### src/rtl/bcd_tick_counter.sv
// Two-digit BCD counter advanced by rising edges of a slow square wave sampled in the clk domain.
// Optional macro LEADING_ZERO_BLANK_EN blanks the tens display when the tens digit is zero.
module bcd_tick_counter #(
  parameter int unsigned MAX_COUNT = 59
) (
  input  logic       clk,
  input  logic       rst_n,
  input  logic       slow_clk,
  input  logic       en,
  input  logic       up,
  input  logic       load,
  input  logic [6:0] load_val,
  output logic [3:0] ones,
  output logic [3:0] tens,
  output logic [6:0] seg_ones,
  output logic [6:0] seg_tens,
  output logic       wrap
);

  localparam logic [6:0] MAX_BIN  = 7'(MAX_COUNT);
  localparam logic [3:0] MAX_TENS = 4'(MAX_COUNT / 10);
  localparam logic [3:0] MAX_ONES = 4'(MAX_COUNT % 10);

  // Active-low segments {g,f,e,d,c,b,a}; non-decimal codes show nothing.
  function automatic logic [6:0] seg_decode(input logic [3:0] digit);
    case (digit)
      4'd0:    seg_decode = 7'b1000000;
      4'd1:    seg_decode = 7'b1111001;
      4'd2:    seg_decode = 7'b0100100;
      4'd3:    seg_decode = 7'b0110000;
      4'd4:    seg_decode = 7'b0011001;
      4'd5:    seg_decode = 7'b0010010;
      4'd6:    seg_decode = 7'b0000010;
      4'd7:    seg_decode = 7'b1111000;
      4'd8:    seg_decode = 7'b0000000;
      4'd9:    seg_decode = 7'b0010000;
      default: seg_decode = 7'h7F;
    endcase
  endfunction

  logic       slow_q;
  logic       tick;
  logic       at_max;
  logic       at_zero;
  logic [6:0] load_clamped;
  logic [7:0] load_bcd;
  logic [3:0] ones_d;
  logic [3:0] tens_d;
  logic       wrap_d;

  // slow_clk is plain data here; a rising edge is a 0 last cycle and a 1 now.
  assign tick = slow_clk & ~slow_q;

  assign at_max  = (tens == MAX_TENS) && (ones == MAX_ONES);
  assign at_zero = (tens == 4'd0) && (ones == 4'd0);

  // Clamp first so the packed {tens,ones} result always fits two decimal digits.
  assign load_clamped = (load_val > MAX_BIN) ? MAX_BIN : load_val;
  assign load_bcd     = 8'((32'(load_clamped) / 10) * 16 + (32'(load_clamped) % 10));

  always_comb begin
    // NOTE: every output of this block gets a default first, so no path can infer a latch.
    ones_d = ones;
    tens_d = tens;
    wrap_d = 1'b0;

    if (load) begin
      tens_d = load_bcd[7:4];
      ones_d = load_bcd[3:0];
    end else if (tick && en) begin
      if (up) begin
        if (at_max) begin
          ones_d = 4'd0;
          tens_d = 4'd0;
          wrap_d = 1'b1;
        end else if (ones == 4'd9) begin
          ones_d = 4'd0;
          tens_d = tens + 4'd1;
        end else begin
          ones_d = ones + 4'd1;
        end
      end else begin
        if (at_zero) begin
          ones_d = MAX_ONES;
          tens_d = MAX_TENS;
          wrap_d = 1'b1;
        end else if (ones == 4'd0) begin
          ones_d = 4'd9;
          tens_d = tens - 4'd1;
        end else begin
          ones_d = ones - 4'd1;
        end
      end
    end
  end

  // Reset still samples slow_clk so a level already high at release is not seen as an edge.
  always_ff @(posedge clk) begin
    // NOTE: sequential state uses non-blocking assignments so every register sees pre-edge values.
    if (!rst_n) begin
      slow_q <= slow_clk;
      ones   <= 4'd0;
      tens   <= 4'd0;
      wrap   <= 1'b0;
    end else begin
      slow_q <= slow_clk;
      ones   <= ones_d;
      tens   <= tens_d;
      wrap   <= wrap_d;
    end
  end

  assign seg_ones = seg_decode(ones);

`ifdef LEADING_ZERO_BLANK_EN
  assign seg_tens = (tens == 4'd0) ? 7'h7F : seg_decode(tens);
`else
  assign seg_tens = seg_decode(tens);
`endif

endmodule

### config.mk
export PLATFORM = sky130hd
export DESIGN_NAME = bcd_tick_counter
export DESIGN_NICKNAME = d
export VERILOG_FILES = /design/src/rtl/bcd_tick_counter.sv
export SDC_FILE = /design/constraint.sdc
export NUM_CORES = 1
export LEC_CHECK = 0
export ABC_AREA = 1
export CAP_MARGIN = 30
export CORE_MARGIN = 5
export CORE_UTILIZATION = 45
export CTS_CLUSTER_DIAMETER = 150
export DETAILED_ROUTE_END_ITERATION = 6
export DONT_BUFFER_PORTS = 1
export SLEW_MARGIN = 20
export SYNTH_ARGS = -nofsm -noshare
export SYNTH_HDL_FRONTEND = slang
export SYNTH_SLANG_ARGS = --single-unit
### constraint.sdc
create_clock -name clk -period 6.6 [get_ports clk]
set_input_delay 1.98 -clock clk [delete_from_list [all_inputs] [get_ports clk]]
set_output_delay 1.98 -clock clk [all_outputs]
set_load 0.01 [all_outputs]
==> results.sh, run 1 <==
export IMPL_dr_pass1_iters=4
export IMPL_first_iter_violations=33
export IMPL_antenna_found_initial=0
export IMPL_grt_pass1_wl_um=7570
export IMPL_drcViolationCount=0
export IMPL_finalCritPeriodShare_pct=79.0
export IMPL_ir_drop_uv=107
export IMPL_critical_path_arrival_ns=5.37
export IMPL_dieArea_um2=6110
export IMPL_end_kind="flip-flop"
export IMPL_die_h_um=78.1
export IMPL_drtAntennaViolNets=0
export IMPL_leakagePower_uw=0.00121
export IMPL_crit_path_max_fanout=7
export IMPL_grt_total_usage_pct=15.0
export IMPL_std_cell_rows=24
export IMPL_holdPathStages=3
export IMPL_syn_inst=306
export IMPL_die_w_um=78.1
export IMPL_cp_start_kind="input port"
export IMPL_cts_max_path_buffers=2
export IMPL_core_area_um2=4440
export IMPL_cts_tree="done"
export IMPL_clock_skew_ns=0.0101
export IMPL_synth_cell_types=37
export IMPL_cts_setup_buffers=0
export IMPL_htreeDepth=1
export IMPL_ys_warn_count=0
export IMPL_num_antenna_cells=0
export IMPL_fin_nets=344
export IMPL_grt_ovfl_total=0
export IMPL_r2r_slack_ns=3.91
export IMPL_post_route_min_period_ns=5.21
export IMPL_cts_buffers=3
export IMPL_drv_cap=0
export IMPL_ys_ff_latch=24
export IMPL_synth_top_area_share_pct=23.0
export IMPL_power_density_nw_per_um2=213
export IMPL_final_hold_violation_count=0
export IMPL_dr_total_vias=1793
export IMPL_grt_start_max_net_pins=13
export IMPL_rsz0062_at_grt="false"
export IMPL_reg2reg_to="seg_tens[3]"
export IMPL_post_synth_top_count_cell="nand2_1"
export IMPL_clk_pin_slew_worst_paths_ns=0.09
export IMPL_maxSlewViolCount=0
export IMPL_hold_end="wrap"
export IMPL_ios=36
export IMPL_yosysSeqAreaShare_pct=23.0
export IMPL_synth_top_cells_by_count="nand2_1, inv_1, nand3_1"
export IMPL_async_reset_ff_share_pct=0
export IMPL_cts_sinks=24
export IMPL_drive_above_1_share_pct=10.8
export IMPL_finalSetupTns_ns=0
export IMPL_synth_edf_count=0
export IMPL_initial_core_util_pct=47.0
export IMPL_worstSetupPathType="input port to flip-flop"
export IMPL_synth_area_leaders="dfxtp_1, ha_1, nand2_1, inv_1, nand3_1"
export IMPL_ctsResizeCount=0
export IMPL_max_freq_ghz=0.192
export IMPL_hp_start="slow_q"
export IMPL_crit_required_ns=6.76
export IMPL_clock_latency_ns=0.27
export IMPL_min_path_type="flip-flop to flip-flop"
export IMPL_gp_congestion=0.854
export IMPL_final_core_util_pct=49.1
export IMPL_reg2regPathDepth=15
export IMPL_avgSynthCellArea_um2=6.83
export IMPL_yosysTopAreaCell="dfxtp_1"
export IMPL_routed_wl_um=4370
export IMPL_synthFlopType="dfxtp_1"
export IMPL_finalSetupViolations=0
export IMPL_detail_route_wl_per_cell_um=12.2
export IMPL_avgViaCountPerCell=5.01
export IMPL_dp_hpwl_um=3640
export IMPL_cts_hold_fix_buffers=0
export IMPL_grt_pass1_vias=1717
export IMPL_clock_root_buffer="clkbuf_8"
export IMPL_regToRegStartpoint="ones[0]"
export IMPL_syn_nets=342
export IMPL_syn_cell_area_um2=2090
export IMPL_status="finished, final reports clean"
export IMPL_syn_to_final_growth_pct=4.43
export IMPL_io_buffers=0
-- layer usage --
layer / share of wire [%] / GRT usage [%] / up-vias / wire, um
met5: 0 / 0 / - / 0
met4: 0.71 / 2.62 / 0 / 31
met3: 4.9 / 4.00 / 4 / 212
met2: 50 / 28.5 / 26 / 2170
met1: 45 / 16.8 / 787 / 1960
li1: - / - / 976 / -
-- power breakdown --
part,internal [uW],switching [uW],leakage [uW]
Combinational,64.8,114,0.000987
Sequential,171,28.5,0.000200
Clock,40.9,46.7,0.0000216
Total,276,189,0.00121
-- kinds of logic after synthesis --
| kind of cell | count (synthesis) | share of synthesized area, % |
|---|---|---|
| mux | 2 | 1.56 |
| other cells | 1 | 0.179 |
| buf+inv | 61 | 11.2 |
| simple gates | 147 | 34.6 |
| xor+xnor | 9 | 3.77 |
| flops | 24 | 23.0 |
| compound gates | 39 | 11.6 |
| fa+ha+maj | 23 | 14.1 |
-- final cells by class --
cell class                 count  area [um2]
fill                         469        2260
multi-input combinational    221        1380
sequential                    24         480
inverter                      58         220
tap                           52        65.1
clock buffer                   3        41.3
-- cells in the final DEF (no fill, tap or decap), drive strengths merged --
cell and count:
a211oi 1, a21oi 12, a31oi 1, clkbuf 3, conb 1, dfxtp 24
fa 1, ha 22, inv 58, mux2i 2, nand2 88, nand3 39
nand3b 1, nand4 3, nor2 14, nor3 1, o2111ai 1, o211ai 3
o21ai 18, o2bb2ai 1, o31ai 1, o32ai 1, or2 1, xnor2 2
xor2 7
-- registers in the layout (all words and copies together), names as in the netlist --
name / count
ones: 4
seg_ones: 7
seg_tens: 7
slow_q: 1
tens: 4
wrap: 1
-- critical path: stages --
cell,delay [ns]
inv_2,0.08
nand2_1,0.09
nand2_4,0.11
nand2_1,0.06
inv_1,0.06
ha_1,0.13
inv_1,0.05
o2111ai_2,0.31
nand2_1,0.08
nand2_1,0.10
nand3b_1,0.14
nand3_4,0.15
o21ai_0,0.10
a211oi_1,0.36
fa_1,0.50
o21ai_0,0.17
nand2_1,0.08
nand3_1,0.18
inv_1,0.10
ha_1,0.31
nand2_1,0.07
nand2_1,0.04
nand2_1,0.06
nand2_1,0.05
-- per-stage QoR --
step           instances  instance area (um2)  hold slack (ns)  power, uW  setup slack (ns)
3_5_place_dp         355                 2140            0.599        383              1.12
6_report             358                 2180            0.586        466              1.39
5_1_grt              358                 2180            0.630        506             0.997
4_1_cts              358                 2180            0.598        473              1.38
2_1_floorplan        306                 2090            0.509        347              1.44
3_3_place_gp         355                 2140            0.591        384              1.20
-- worst max-delay path by stage --
stage                            from     endpoint  slack [ns]  cells after the start
after detailed placement  load_val[6]  seg_tens[3]        1.12                     24
after floorplan           load_val[6]  seg_tens[3]        1.44                     24
final                     load_val[6]  seg_tens[3]        1.39                     24
after global routing      load_val[6]  seg_tens[3]         1.0                     24
after CTS                 load_val[6]  seg_tens[3]        1.38                     24
after global placement    load_val[6]  seg_tens[3]        1.20                     24
Note: power is estimated with default switching activity, not from simulation.
==> run 2: changes to the inputs <==
ABC_AREA = 0   (was 1)
clock period = 4.5 ns   (was 6.6 ns; I/O delays follow)
==> run 2 against run 1 <==
Combinational power rose by 70%. Worst setup slack got worse by 1.4 ns. Highest routed layer unchanged. Critical path depth fell by 7. Non-clock buffer count is 39 higher. Cell area is 28% higher. Die area up 6.2%. Register-to-register slack worse by 2.5 ns. First-iteration DRC count increased to 4.2 times the previous value. Clock power rose by 61%. The flow now finishes with violations (negative setup slack). Count of clock-buffer cells in the layout rose by 1. Clock skew fell by 0.0070 ns.
==> results.sh, run 2 <==
export IMPL_status="finished with violations"
export IMPL_failed_checks="negative setup slack"
export IMPL_fin_nets=350
export IMPL_ys_warn_count=0
export IMPL_dr_total_vias=2149
export IMPL_synth_top_area_share_pct=21.5
export IMPL_cts_sinks=24
export IMPL_crit_path_max_fanout=17
export IMPL_dr_pass1_iters=5
export IMPL_ir_drop_uv=130
export IMPL_htreeDepth=1
export IMPL_die_h_um=80.5
export IMPL_grt_pass1_vias=2060
export IMPL_dp_slack_ns=-0.412
export IMPL_yosysTopAreaCell="dfxtp_1"
export IMPL_worstSetupPathType="input port to flip-flop"
export IMPL_avgSynthCellArea_um2=7.94
export IMPL_power_density_nw_per_um2=263
export IMPL_grt_ovfl_total=0
export IMPL_cts_buffers=3
export IMPL_critical_path_arrival_ns=4.68
export IMPL_maxSlewViolCount=0
export IMPL_first_iter_violations=139
export IMPL_num_antenna_cells=0
export IMPL_end_kind="flip-flop"
export IMPL_io_buffers=0
export IMPL_relSlewSlack_pct=41.1
export IMPL_post_synth_top_count_cell="nand2_1"
export IMPL_clock_latency_ns=0.26
export IMPL_post_route_min_period_ns=4.52
export IMPL_dieArea_um2=6490
export IMPL_drcViolationCount=0
export IMPL_leakagePower_uw=0.00126
export IMPL_gp_congestion=0.890
export IMPL_drtAntennaViolNets=0
export IMPL_hold_ws_ns=0.869
export IMPL_ios=36
export IMPL_detail_route_wl_per_cell_um=15.2
export IMPL_crit_required_ns=4.66
export IMPL_worst_slew_pin_slew_ns=0.873
export IMPL_synth_top_cells_by_count="nand2_1, dfxtp_1, ha_1"
export IMPL_max_freq_ghz=0.221
export IMPL_clock_root_buffer="clkbuf_8"
export IMPL_final_cell_mix="buf_4, nand2_1, dfxtp_1, inv_1, nor2_1"
export IMPL_syn_cell_area_um2=2240
export IMPL_final_hold_violation_count=0
export IMPL_finalInstanceArea_um2=2800
export IMPL_min_path_type="flip-flop to flip-flop"
export IMPL_initial_core_util_pct=46.8
export IMPL_finalSetupViolations=2
export IMPL_synthFlopType="dfxtp_1"
export IMPL_syn_inst=282
export IMPL_routed_wl_um=5780
export IMPL_synth_area_leaders="dfxtp_1, ha_1, mux2i_1, nand2_1, a21oi_1"
export IMPL_timing_final_ws_setup_ns=-0.0199
export IMPL_cts_tree="done"
export IMPL_drv_cap=0
export IMPL_synth_cell_types=74
export IMPL_avgViaCountPerCell=5.66
export IMPL_cts_hold_fix_buffers=0
export IMPL_final_core_util_pct=58.5
export IMPL_clk_pin_slew_worst_paths_ns=0.08
export IMPL_ys_ff_latch=24
export IMPL_core_area_um2=4790
export IMPL_dp_hpwl_um=4440
export IMPL_grt_total_usage_pct=18.2
export IMPL_die_w_um=80.5
export IMPL_synth_edf_count=0
export IMPL_rsz0062_at_grt="true"
export IMPL_antenna_found_initial=0
export IMPL_cts_max_path_buffers=2
export IMPL_power_uw=737
export IMPL_drive_above_1_share_pct=25.6
export IMPL_fillers=448
export IMPL_yosysSeqAreaShare_pct=21.5
export IMPL_finalCritPeriodShare_pct=100
export IMPL_grt_start_max_net_pins=18
export IMPL_async_reset_ff_share_pct=0
export IMPL_clock_skew_ns=0.00311
export IMPL_mostFrequentLayoutCell="buf_4"
export IMPL_cp_start_kind="input port"
export IMPL_syn_nets=318
export IMPL_post_dp_cell_area_um2=2560
export IMPL_grt_pass1_wl_um=9610
export IMPL_std_cell_rows=25
export IMPL_syn_to_final_growth_pct=25.0
[run 2: cell types whose count changed after synthesis, sizes merged, moves of 7 or more]
cell,before,now
clkbuf,1,9
inv,58,22
mux2i,2,15
nand2,88,30
nand2b,0,7
nand3,39,7
[run 2: cell families after synthesis]
| family | after synthesis | share of synthesized area (%) |
|---|---|---|
| flip-flops | 24 | 21.5 |
| XOR/XNOR | 5 | 1.96 |
| other | 1 | 0.168 |
| AND/OR/NAND/NOR | 102 | 24.0 |
| AO/OA/AOI/OAI | 74 | 24.2 |
| buffers and inverters | 35 | 6.15 |
| multiplexers | 17 | 8.38 |
| adder cells (fa/ha/maj) | 24 | 13.6 |
[run 2: worst paths after layout]
check             slack [ns]          end  depth (start not counted)   startpoint
setup / recovery       -0.02  seg_tens[1]                         17  load_val[3]
hold / removal          0.87      tens[3]                          3      tens[3]
setup reg to reg        1.44  seg_ones[5]                         11      ones[0]
hold reg to reg         0.87      tens[3]                          3      tens[3]
[run 2: cell type report]
type                            instances  area [um2]  share of cell area [%]
Tap cell                               67        83.8                    3.00
Timing Repair Buffer                   39         304                    10.9
Sequential cell                        24         480                    17.2
Clock buffer                            4        55.1                    1.97
Inverter                               23        88.8                    3.17
Multi-Input combinational cell        223        1790                    63.8
[run 2: metal layers]
layer | wire length (um) | GRT usage (%) | vias to the layer above | share of wire [%]
li1 | - | - | 1090 | -
met1 | 2610 | 22.8 | 1014 | 45
met2 | 2880 | 33.0 | 39 | 50
met3 | 232 | 3.48 | 6 | 4.0
met4 | 55 | 2.03 | 0 | 0.95
met5 | 0 | 0 | - | 0
[run 2: power by group]
part	switching, uW	internal, uW	leakage [uW]
clock network	62.9	77.9	0.0000288
logic	151	154	0.00103
registers	44.9	246	0.000199
total	259	477	0.00126
[run 2: timing repair]
action / 4_1_cts / 5_1_grt
cloned: 0 / 0
endpoints found under the hold margin: 0 / 0
resized for setup: 12 / 11
setup buffers: 5 / 4
pin swaps: 12 / 15
setup endpoints to repair: 7 / 8
[run 2: stage by stage]
step	cells	TNS [ns]
after floorplan	282	-0.941
after global placement	368	-2.83
after detailed placement	368	-3.02
after CTS	377	-0.209
after global routing	380	-1.07
final	380	-0.0241
[run 2: critical path, stage by stage]
cell     delay, ns
or2_4         0.24
ha_4          0.28
nand2_4       0.05
a21oi_4       0.16
o41a_1        0.24
o31ai_4       0.10
ha_2          0.17
maj3_2        0.29
a21oi_2       0.11
and3_4        0.21
fa_1          0.42
a221o_1       0.38
nand2_2       0.13
inv_4         0.06
ha_4          0.27
nor2_2        0.04
o22a_1        0.16
==> run 3: changes to the inputs <==
GPL_TIMING_DRIVEN = 0   (was default)
==> run 3 against run 2 <==
The run still ends with negative setup slack left. Routed wire length shrank 5.2%. Sequential share of layout area rose by 1.1 points. Cell area fell by 6.2%. Maximum frequency is 1.5% lower. First-iteration DRC count down 31%.
==> results.sh, run 3 (synthesized netlist as in run 2, its figures left out) <==
export IMPL_dieArea_um2=6490
export IMPL_dr_wl_met2_um=2620
export IMPL_grt_ovfl_total=0
export IMPL_cp_start_kind="input port"
export IMPL_cts_max_path_buffers=2
export IMPL_hp_start="tens[3]"
export IMPL_drtAntennaViolNets=0
export IMPL_finalSetupTns_ns=-0.342
export IMPL_worstSetupPathType="input port to flip-flop"
export IMPL_grt_pass1_wl_um=8880
export IMPL_drcViolationCount=0
export IMPL_ir_drop_uv=129
export IMPL_power_density_nw_per_um2=269
export IMPL_clock_skew_ns=0.00247
export IMPL_crit_required_ns=4.66
export IMPL_leakagePower_uw=0.00114
export IMPL_cts_tree="done"
export IMPL_syn_to_final_growth_pct=17.3
export IMPL_rsz0062_at_grt="true"
export IMPL_crit_start="load_val[6]"
export IMPL_antenna_found_initial=0
export IMPL_clock_latency_ns=0.27
export IMPL_relSlewSlack_pct=47.7
export IMPL_regToRegStartpoint="ones[0]"
export IMPL_num_antenna_cells=0
export IMPL_max_freq_ghz=0.218
export IMPL_top_layer="met4"
export IMPL_seq_area_um2=480
export IMPL_mostFrequentLayoutCell="nand2_1"
export IMPL_min_path_type="flip-flop to flip-flop"
export IMPL_routed_wl_um=5480
export IMPL_post_route_min_period_ns=4.59
export IMPL_std_cell_rows=25
export IMPL_failed_checks="negative setup slack"
export IMPL_drv_cap=0
export IMPL_dp_hpwl_um=4140
export IMPL_gp_congestion=0.828
export IMPL_die_h_um=80.5
export IMPL_crit_path_max_fanout=7
export IMPL_cts_buffers=3
export IMPL_fillers=467
export IMPL_end_kind="flip-flop"
export IMPL_path_cells="or2_4 > ha_4 > nand2_1 > and3_2 > o41a_1 > o31ai_2 > ha_2 > maj3_2 > a21oi_2 > and3_4 > fa_1 > a221o_1 > nand2_2 > buf_6 > ha_4 > nand2_1 > mux2_4"
export IMPL_detail_route_wl_per_cell_um=15.1
export IMPL_grt_start_max_net_pins=13
export IMPL_clk_pin_slew_worst_paths_ns=0.08
export IMPL_wl_met3_um=277
export IMPL_final_cell_mix="nand2_1, dfxtp_1, inv_1, nor2_1, ha_1"
export IMPL_path_buf_inv=1
export IMPL_drive_above_1_share_pct=19.3
export IMPL_final_hold_violation_count=0
export IMPL_first_iter_violations=96
export IMPL_status="finished with violations"
export IMPL_core_area_um2=4790
export IMPL_timing_final_ws_setup_ns=-0.0896
export IMPL_io_buffers=0
export IMPL_slowest_delay_ns=0.44
export IMPL_grt_pass1_vias=1944
export IMPL_grt_total_usage_pct=16.9
export IMPL_dr_total_vias=2036
export IMPL_critical_path_arrival_ns=4.75
export IMPL_crit_family="adder cells"
export IMPL_fin_nets=333
export IMPL_avgViaCountPerCell=5.62
export IMPL_clock_root_buffer="clkbuf_8"
export IMPL_finalCritPeriodShare_pct=102
export IMPL_drt_met1_wl_um=2570
export IMPL_cts_hold_fix_buffers=0
export IMPL_htreeDepth=1
export IMPL_maxSlewViolCount=0
export IMPL_ios=36
export IMPL_dr_pass1_iters=4
export IMPL_finalSetupViolations=7
export IMPL_initial_core_util_pct=46.8
export IMPL_slowest_stage="fa_1"
export IMPL_cts_sinks=24
export IMPL_multi_input_area_um2=1800
export IMPL_die_w_um=80.5
export IMPL_final_core_util_pct=54.9
export IMPL_worst_slew_pin_slew_ns=0.775
## run 3: cell types whose count changed in the layout (fill, tap and decap cells not counted), sizes merged
cell,delta
clkbuf,+8
buf,-26
## run 3: final cells by class
class	count	area share [%]
Multi-Input combinational cell	223	68.4
Sequential cell	24	18.3
Timing Repair Buffer	10	3.29
Inverter	23	3.29
Tap cell	67	3.19
Buffer	12	2.00
Clock buffer	3	1.57
## run 3: worst reg2reg max path, stage by stage, from the launching register on
cell      delay, ns
dfxtp_1        0.55
inv_1          0.12
ha_1           0.28
nor2_1         0.13
a211oi_1       0.05
o311ai_0       0.41
o21ai_0        0.16
nor3_1         0.48
nor2b_1        0.18
ha_1           0.24
nor4b_1        0.43
a221oi_1       0.10
## run 3: timing repair
| item | 4_1_cts | 5_1_grt |
|---|---|---|
| pin swaps | 12 | 9 |
| setup buffers | 8 | 2 |
| setup endpoints to repair | 9 | 8 |
| resized for setup | 16 | 11 |
## run 3: power by group
group          internal (uW)  switching, uW  total, uW
Clock                   59.9           64.6        125
Combinational            134            163        297
Sequential               246           38.9        285
Total                    440            267        706
## run 3: worst paths after layout
kind / to / cells after the start / slack [ns]
worst min-delay path: tens[3] / 3 / 0.89
worst max-delay path: seg_tens[4] / 17 / -0.09
worst max register to register: seg_ones[5] / 11 / 1.25
worst min register to register: tens[3] / 3 / 0.89
## run 3: stage by stage
step / instances / power, uW / instance area [um2] / setup WS [ns] / hold slack [ns]
floorplan: 282 / 495 / 2300 / -0.263 / 0.712
global placement: 349 / 548 / 2380 / -0.670 / 0.805
detailed placement: 349 / 549 / 2380 / -0.663 / 0.808
CTS: 360 / 697 / 2560 / -0.115 / 0.900
global route: 362 / 755 / 2630 / -0.243 / 0.941
finish: 362 / 706 / 2630 / -0.0896 / 0.893
## run 3: per-layer routing
layer | vias up | global-route usage, %
li1 | 1050 | -
met1 | 938 | 21.3
met2 | 46 | 29.6
met3 | 2 | 3.92
met4 | 0 | 2.36
met5 | - | 0
